==> src/rtl/div_hilo_unit.sv <==
// Iterative restoring divider with the HI/LO register pair for the MIPS core.
//
// A div/divu issued in Execute is latched in IDLE, one quotient bit is resolved
// per cycle in RUN (WIDTH cycles), and FIX applies sign correction and commits
// the quotient to LO and the remainder to HI. mthi/mtlo write HI/LO directly
// while the unit is idle.
//
// Ports:
//   clk        core clock, rising edge
//   rst        asynchronous active-high reset
//   StartDivE  div/divu issued in Execute this cycle
//   SignedE    1 = div (signed), 0 = divu
//   SrcAE      dividend (rs); also the mthi/mtlo data
//   SrcBE      divisor (rt)
//   WriteHiE   mthi: HI <= SrcAE (idle only)
//   WriteLoE   mtlo: LO <= SrcAE (idle only)
//   HiOut      current HI register
//   LoOut      current LO register
//   DivBusy    division in flight, stalls mfhi/mflo in Decode
//   DivDone    one-cycle pulse after HI/LO commit
module div_hilo_unit #(
  parameter int unsigned WIDTH = 32,
  parameter int unsigned CNT_W = 6
) (
  input  logic             clk,
  input  logic             rst,
  input  logic             StartDivE,
  input  logic             SignedE,
  input  logic [WIDTH-1:0] SrcAE,
  input  logic [WIDTH-1:0] SrcBE,
  input  logic             WriteHiE,
  input  logic             WriteLoE,
  output logic [WIDTH-1:0] HiOut,
  output logic [WIDTH-1:0] LoOut,
  output logic             DivBusy,
  output logic             DivDone
);

  localparam logic [CNT_W-1:0] LastIter = CNT_W'(WIDTH - 1);
  localparam logic [CNT_W-1:0] CntMax   = CNT_W'(WIDTH);

  typedef enum logic [1:0] {
    StIdle = 2'd0,
    StRun  = 2'd1,
    StFix  = 2'd2
  } state_e;

  state_e           state_q;
  logic [CNT_W-1:0] cnt_q;
  logic [WIDTH-1:0] hi_q, lo_q;
  logic             busy_q, done_q;
  logic [WIDTH-1:0] rem_q, quo_q, dvsr_q, raw_a_q;
  logic             qneg_q, rneg_q, dbz_q;

  logic [WIDTH-1:0] abs_a, abs_b;
  logic [WIDTH:0]   rem_sh, trial;
  logic [WIDTH-1:0] rem_nxt, quo_nxt;
  logic [WIDTH-1:0] quo_fix, rem_fix;

  always_comb begin
    // Magnitudes only for signed division; divu uses the raw bit patterns.
    abs_a = SrcAE;
    abs_b = SrcBE;
    if (SignedE && SrcAE[WIDTH-1]) abs_a = -SrcAE;
    if (SignedE && SrcBE[WIDTH-1]) abs_b = -SrcBE;

    // Shifted partial remainder needs one extra bit: 2*rem + 1 can exceed WIDTH
    // bits. Since rem < divisor, bit WIDTH of the trial is exactly the borrow.
    rem_sh  = {rem_q, quo_q[WIDTH-1]};
    trial   = rem_sh - {1'b0, dvsr_q};
    quo_nxt = {quo_q[WIDTH-2:0], ~trial[WIDTH]};
    rem_nxt = trial[WIDTH] ? rem_sh[WIDTH-1:0] : trial[WIDTH-1:0];

    quo_fix = qneg_q ? -quo_q : quo_q;
    rem_fix = rneg_q ? -rem_q : rem_q;
  end

  always_ff @(posedge clk or posedge rst) begin
    if (rst) begin
      state_q <= StIdle;
      cnt_q   <= '0;
      hi_q    <= '0;
      lo_q    <= '0;
      busy_q  <= 1'b0;
      done_q  <= 1'b0;
      rem_q   <= '0;
      quo_q   <= '0;
      dvsr_q  <= '0;
      raw_a_q <= '0;
      qneg_q  <= 1'b0;
      rneg_q  <= 1'b0;
      dbz_q   <= 1'b0;
    end else begin
      done_q <= 1'b0;
      unique case (state_q)
        StIdle: begin
          if (StartDivE) begin
            // Start wins over mthi/mtlo in the same cycle.
            state_q <= StRun;
            busy_q  <= 1'b1;
            cnt_q   <= '0;
            rem_q   <= '0;
            quo_q   <= abs_a;
            dvsr_q  <= abs_b;
            raw_a_q <= SrcAE;
            qneg_q  <= SignedE & (SrcAE[WIDTH-1] ^ SrcBE[WIDTH-1]);
            rneg_q  <= SignedE & SrcAE[WIDTH-1];
            dbz_q   <= (SrcBE == '0);
          end else begin
            if (WriteHiE) hi_q <= SrcAE;
            if (WriteLoE) lo_q <= SrcAE;
          end
        end
        StRun: begin
          rem_q <= rem_nxt;
          quo_q <= quo_nxt;
          if (cnt_q != CntMax) cnt_q <= cnt_q + 1'b1;
          if (cnt_q == LastIter) state_q <= StFix;
        end
        StFix: begin
          if (dbz_q) begin
            lo_q <= '1;
            hi_q <= raw_a_q;
          end else begin
            lo_q <= quo_fix;
            hi_q <= rem_fix;
          end
          state_q <= StIdle;
          busy_q  <= 1'b0;
          done_q  <= 1'b1;
        end
        default: begin
          state_q <= StIdle;
          busy_q  <= 1'b0;
        end
      endcase
    end
  end

  assign HiOut   = hi_q;
  assign LoOut   = lo_q;
  assign DivBusy = busy_q;
  assign DivDone = done_q;

endmodule

==> config.mk <==
export PLATFORM = sky130hd
export DESIGN_NAME = div_hilo_unit
export DESIGN_NICKNAME = d
export VERILOG_FILES = /design/src/rtl/div_hilo_unit.sv
export SDC_FILE = /design/constraint.sdc
export NUM_CORES = 1
export LEC_CHECK = 0
export CAP_MARGIN = 25
export CORE_MARGIN = 8
export CORE_UTILIZATION = 55
export DETAILED_ROUTE_END_ITERATION = 16
export PLACE_DENSITY = 0.78
export SYNTH_ARGS = -nofsm -noshare
export SYNTH_HDL_FRONTEND = slang
export SYNTH_SLANG_ARGS = --single-unit
==> constraint.sdc <==
create_clock -name clk -period 10.9 [get_ports clk]
set_clock_uncertainty 0.05 [all_clocks]
set_input_delay 2.725 -clock clk [delete_from_list [all_inputs] [get_ports clk]]
set_output_delay 2.725 -clock clk [all_outputs]
set_load 0.01 [all_outputs]
==> metrics.md, run 1 <==
| Metric | Value |
|---|---|
| Run status | finished clean |
| Post-synthesis cell type with the largest combined area | dfrtp_1 |
| CP Capture Type | register |
| Clock root buffer | clkbuf_16 |
| Placed cell areas | 14,400 um^2 |
| X dimension of the die | 169 um |
| Total Die Area | 28,600 um^2 |
| Top fanout value on the critical path | 6 |
| Maximum achievable frequency | 172 MHz |
| Final instance area | 15,100 um^2 |
| Vias in the first global route | 11,391 |
| Dominant register cell in the synthesized netlist | dfrtp_1 |
| Post-cts repair resize count | 0 |
| Critical Path Source | SrcAE[5] |
| Final critical-path required period | 5.81 ns |
| Req. time, crit path | 11.21 ns |
| Arrival time worst endpoint | 6.12 ns |
| Core Footprint | 23,200 um^2 |
| Count of unique library cells instantiated by Yosys | 62 |
| Count of buffers from port buffering | 135 |
| Antenna violations before repair | 0 |
| Yosys warning count | 0 |
| Ys async rst share | 100% |
| Average via count per standard cell | 6.04 |
| Maximum number of pins on one net before global-route repair | 123 |
| Share of synthesized area occupied by flip-flops and latches | 39.8% |
| Global-route wire length before repair | 60.5 mm |
| Final worst setup slack | 5.09 ns |
| R2R setup slack | 6.61 ns |
| Ratio of total power to cell area | 291 nW/um^2 |
| Pin slew with the least headroom to its limit | 1.00 ns |
| Maximum buffer depth of the clock tree | 3 |
| Number of hold violations in the final report | 0 |
| Share of total power in the clock network | 17.6% |
| Met3 usage in global routing | 4.52% |
| Met1 Resource Use GR | 34.3% |
| Post-detail-place hpwl | 26.9 mm |
| CP Class | in2reg |
| Post-route ant nets | 0 |
| Rel. slew slack | 33.0% |
| I/O pin count | 136 |
| Setup TNS Final | 0 ns |
| Post-Syn Area | 12,900 um^2 |
| Worst Setup Slack post-DPL | 4.65 ns |
| Switching part of the total power | 42.4% |
| Avg Synthesized Cell Area | 8.26 um^2 |
| Number of remaining DRC errors | 0 |
| Yosys reg bits | 205 |
| Synthesized instance count | 1,558 |
| Post-route clock period utilization | 53.3% |
| Detail-routed net length per standard cell | 19.0 um |
| Clock slew at the register clock pins of the worst setup and hold paths | 0.06 ns |
| Number of antenna cells inserted | 0 |
| Clock latency of the later-clocked register in the worst-skew pair | 0.51 ns |
| Congestion Overflow GR | 0 |
| Net switching power of the design | 1870 uW |
| Post-layout net count | 1,738 |
| Initial Util | 55.5% |
| Relative contribution of sequential cells to total power | 32.4% |
| Final Routed Wirelength | 37.3 mm |
| Busiest grt layer | met2 |
| Number of buffers inserted by hold repair at cts | 0 |
| CTS tree | built |
| Number of max-slew violations in the final report | 0 |
| Top cells by area in the synthesized netlist | dfrtp_1 40%, nand2_1 8.1%, o21ai_0 6.8%, xnor2_1 6.1%, xor2_1 4.2% |
| Number of failing setup endpoints in the final timing report | 0 |
| Synthesized net count | 1,667 |
| Core occupancy in the finished layout | 65.3% |
| Leakage power | 0.00631 uW |
| Number of synthesized flops with an enable pin | 0 |
| Total number of H-tree levels | 1 |
| Std cell rows | 56 |
| Max-cap violations | 0 |
| Number of setup buffers added after CTS | 0 |
| Hold path startpoint | raw_a_q[13] |
| Clock buffers created by TritonCTS | 22 |
| Initial DRC Count | 1,265 |
| Reg2reg start | quo_q[31] |
| Synth top area share | 39.8% |
| Routability Congestion | 0.933 |
| Worst supply voltage drop on vdd | 0.154 mV |
| Unrepaired setup endpoints after global routing | false |
| Layout overhead on the synthesized area | 17.6% |
| Overall via count from detail_route | 11,854 |
| Internal Pwr Total | 2530 uW |
| Type of the most critical hold path | reg2reg |
| Fraction of layout instances using a drive strength above 1 | 3.96% |
| GRT Resource Usage Total | 26.0% |
| Met2 demand-to-capacity share in global routing | 41.2% |
| Power share of the combinational group | 50.0% |
| Filler cell count in the final layout | 1,940 |
| Number of search-and-repair iterations in the first detailed-routing pass | 8 |
| Startpoint type of the worst setup path | input pin |
| Number of clock sinks | 205 |
| Die height | 169 um |
==> layer usage <==
layer  part of all wire, %  vias to the layer above
met5                     0                        -
met4                   4.7                        0
li1                      -                     5663
met1                    42                     5567
met2                    44                      536
met3                   8.7                       88
==> cells by family (layout without fill, tap and decap cells) <==
group	after synthesis	count (layout)	synth area share, %
buffers and inverters	159	243	4.66
XOR/XNOR	150	150	10.2
multiplexers	14	14	1.10
adder cells (fa/ha/maj)	39	39	3.85
AO/OA/AOI/OAI	458	458	22.0
AND/OR/NAND/NOR	533	533	18.4
flip-flops	205	205	39.8
==> power by group through the flow <==
stage	Clock (uW)	Combinational (uW)	Sequential [uW]
2_1_floorplan	0	1570	1360
3_3_place_gp	0	2120	1410
3_5_place_dp	0	2180	1430
4_1_cts	783	2190	1410
5_1_grt	814	2460	1470
6_report	776	2200	1430
==> area by class of cell <==
class | count | area (um^2) | area share [%]
Clock buffer | 32 | 659 | 4.35
Clock inverter | 5 | 77.6 | 0.512
Inverter | 55 | 214 | 1.41
Multi-Input combinational cell | 1194 | 7160 | 47.3
Sequential cell | 205 | 5130 | 33.9
Tap cell | 319 | 399 | 2.64
Timing Repair Buffer | 151 | 1500 | 9.93
==> synthesized netlist by cell type (all sizes together), types with 11 or more instances <==
cell	count
xnor2	89
nor3	23
a31oi	11
o31ai	32
xor2	61
o311ai	19
or3	15
nor4	14
mux2i	13
ha	38
or4	14
inv	55
nand2	278
nand3	39
clkbuf	93
a21o	11
a22oi	27
nor2	96
buf	11
o41ai	12
a21oi	90
o22ai	36
o21ai	177
dfrtp	205
nand2b	17
==> layout by cell type, fill, tap and decap left out, types with 4 or more instances in the layout <==
master and n:
nand2_1 278, dfrtp_1 205, o21ai_0 175, clkdlybuf4s50_1 135
nor2_1 96, a21oi_1 90, xnor2_1 88, xor2_1 61
inv_1 54, nand3_1 39, ha_1 38, o22ai_1 36
o31ai_1 31, a22oi_1 27, clkbuf_16 23, nor3_1 22
o311ai_0 18, nand2b_1 17, nor4_1 14, or3_1 14
buf_4 14, mux2i_1 13, or4_1 12, a31oi_1 11
o41ai_1 11, a21o_1 11, a211oi_1 9, nor2b_1 7
nand4_1 6, a32oi_1 6, a222oi_1 6, and2_1 5
clkbuf_8 5, or2_2 4, o211ai_1 4, clkbuf_1 4
==> registers in the layout, indices dropped and copies added, names as in the netlist, 2 cells and up <==
signal   cells
HiOut       32
LoOut       32
cnt_q        6
dvsr_q      32
quo_q       32
raw_a_q     32
rem_q       32
state_q      2
==> critical path, cell delays in order <==
cell and delay, ns:
clkdlybuf4s50_1 0.64, or4_1 0.66, or4b_1 0.57, nor4_1 0.43
and2_1 0.28, nor3b_1 0.37, a21oi_1 0.15, xnor2_1 0.19
o21ai_0 0.10
==> worst paths after layout <==
kind / endpoint / cells past startpoint
hold / removal: raw_a_q[13] / 2
max in group asynchronous: LoOut[31] / 4
hold reg to reg: raw_a_q[13] / 2
setup / recovery: quo_q[28] / 9
setup reg to reg: quo_q[0] / 13
min in group asynchronous: HiOut[10] / 2
==> stage by stage <==
stage               total power (uW)  std cells  hold slack, ns
floorplan                       2920       1558           0.395
global route                    4740       1961           0.448
finish                          4400       1961           0.425
detailed placement              3600       1924           0.413
global placement                3530       1922           0.409
CTS                             4390       1961           0.428
No activity file was read; power rests on OpenSTA's default activity.
==> run 2: changes to the inputs <==
clock period = 5.59 ns   (was 10.9 ns; I/O delays follow)
==> metrics.md, run 2 (synthesis results as in run 1) <==
| Metric | Value |
|---|---|
| Count of buffers from port buffering | 135 |
| Worst Hold Depth | 2 |
| Vias in the first global route | 11,151 |
| Startpoint type of the worst setup path | input pin |
| Number of buffers inserted by hold repair at cts | 0 |
| Endpoint with the worst hold slack | LoOut[19] |
| Number of max-slew violations in the final report | 0 |
| Maximum buffer depth of the clock tree | 3 |
| Number of failing setup endpoints in the final timing report | 0 |
| Post-layout net count | 1,740 |
| Number of remaining DRC errors | 0 |
| Core Footprint | 23,200 um^2 |
| Reg2reg start | quo_q[31] |
| Max-cap violations | 0 |
| X dimension of the die | 169 um |
| Type of the most critical hold path | reg2reg |
| Overall via count from detail_route | 11,857 |
| GRT Resource Usage Total | 25.5% |
| Number of antenna cells inserted | 0 |
| Detail-routed net length per standard cell | 18.9 um |
| Crit path max-delay cell type | or4_1 |
| Clock latency of the later-clocked register in the worst-skew pair | 0.52 ns |
| Number of search-and-repair iterations in the first detailed-routing pass | 6 |
| Rel. slew slack | 34.1% |
| Top fanout value on the critical path | 5 |
| I/O pin count | 136 |
| Highest-count cells in the layout ignoring fill and taps | 278 x nand2_1, 205 x dfrtp_1, 175 x o21ai_0 |
| Maximum number of pins on one net before global-route repair | 172 |
| Initial Util | 55.5% |
| Maximum achievable frequency | 228 MHz |
| CP Class | in2reg |
| Global-route wire length before repair | 59.5 mm |
| Final critical-path required period | 4.39 ns |
| Post-detail-place hpwl | 27.0 mm |
| Std cell rows | 56 |
| Setup TNS Final | 0 ns |
| Arrival time worst endpoint | 4.76 ns |
| Post-route clock period utilization | 78.6% |
| Routability Congestion | 0.941 |
| Number of clock sinks | 205 |
| CP Capture Type | register |
| Hold path startpoint | LoOut[19] |
| Antenna violations before repair | 0 |
| Number of setup buffers added after CTS | 0 |
| R2R setup slack | 1.47 ns |
| Pin slew with the least headroom to its limit | 0.988 ns |
| CTS tree | built |
| Congestion Overflow GR | 0 |
| Run status | finished clean |
| Average via count per standard cell | 6.04 |
| Clock root buffer | clkbuf_16 |
| Leakage power | 0.00630 uW |
| CP cell instances | clkdlybuf4s50_1, or4_1, or4b_1, nor4_1, and2_1, nor3b_1, a21oi_1, xnor2_1, o21ai_0 |
| Initial DRC Count | 1,167 |
| Clock buffers created by TritonCTS | 23 |
| Final Routed Wirelength | 37.1 mm |
| Worst supply voltage drop on vdd | 0.291 mV |
| Req. time, crit path | 5.96 ns |
| Clock slew at the register clock pins of the worst setup and hold paths | 0.06 ns |
| Count of cells along the worst register-to-register path | 13 |
| End of the worst register-to-register path | rem_q[7] |
| Most common cell after layout, fill and taps aside | nand2_1 |
| Max stage delay on crit path | 0.63 ns |
| Unrepaired setup endpoints after global routing | false |
| Ratio of total power to cell area | 563 nW/um^2 |
| Post-cts repair resize count | 0 |
| Layout overhead on the synthesized area | 17.4% |
| Die height | 169 um |
| Post-route ant nets | 0 |
| Fraction of layout instances using a drive strength above 1 | 4.02% |
| Total Die Area | 28,600 um^2 |
| Core occupancy in the finished layout | 65.1% |
| Total number of H-tree levels | 1 |
| Number of hold violations in the final report | 0 |
## run 2: power breakdown
part	switching [uW]	internal [uW]
logic	2350	1930
registers	685	2110
clock network	597	840
## run 2: worst max-delay path, delay by kind of cell
| kind | cells | cell delay, ns |
|---|---|---|
| buf+inv | 1 | 0.56 |
| xor+xnor | 1 | 0.16 |
| simple gates | 5 | 2.31 |
| compound gates | 2 | 0.34 |
## run 2: how the worst max path moves through the flow
stage,from,endpoint,cells past startpoint
after global placement,SrcAE[5],quo_q[26],9
after global routing,SrcAE[6],quo_q[26],9
after detailed placement,SrcAE[6],quo_q[26],9
final,SrcAE[5],quo_q[26],9
after floorplan,rst,DivBusy,1
after CTS,SrcAE[6],quo_q[26],9
## run 2: layout make-up
cell class | instances | area [um^2]
inverter | 55 | 210
tap | 319 | 399
sequential | 205 | 5130
multi-input combinational | 1194 | 7160
timing repair buffer | 152 | 1500
clock inverter | 3 | 18.8
fill | 1967 | 8080
clock buffer | 34 | 687
## run 2: per-stage QoR
stage	instance area (um^2)	hold WS [ns]	worst slack (ns)	power, uW	cells
CTS	15100	0.426	1.30	8490	1962
detailed placement	14400	0.412	0.789	7030	1925
global placement	14400	0.407	0.942	6880	1924
finish	15100	0.427	1.20	8510	1962
floorplan	12900	0.395	1.48	5700	1558
global route	15100	0.444	1.06	9150	1962
## run 2: per-layer routing
layer  global-route usage [%]  routed length [um]  vias to the layer above
met3                     3.73                2950                       95
met4                     11.8                1700                        0
met5                        0                   0                        -
met1                     34.2               15800                     5594
met2                     40.2               16700                      512
li1                         -                   -                     5656
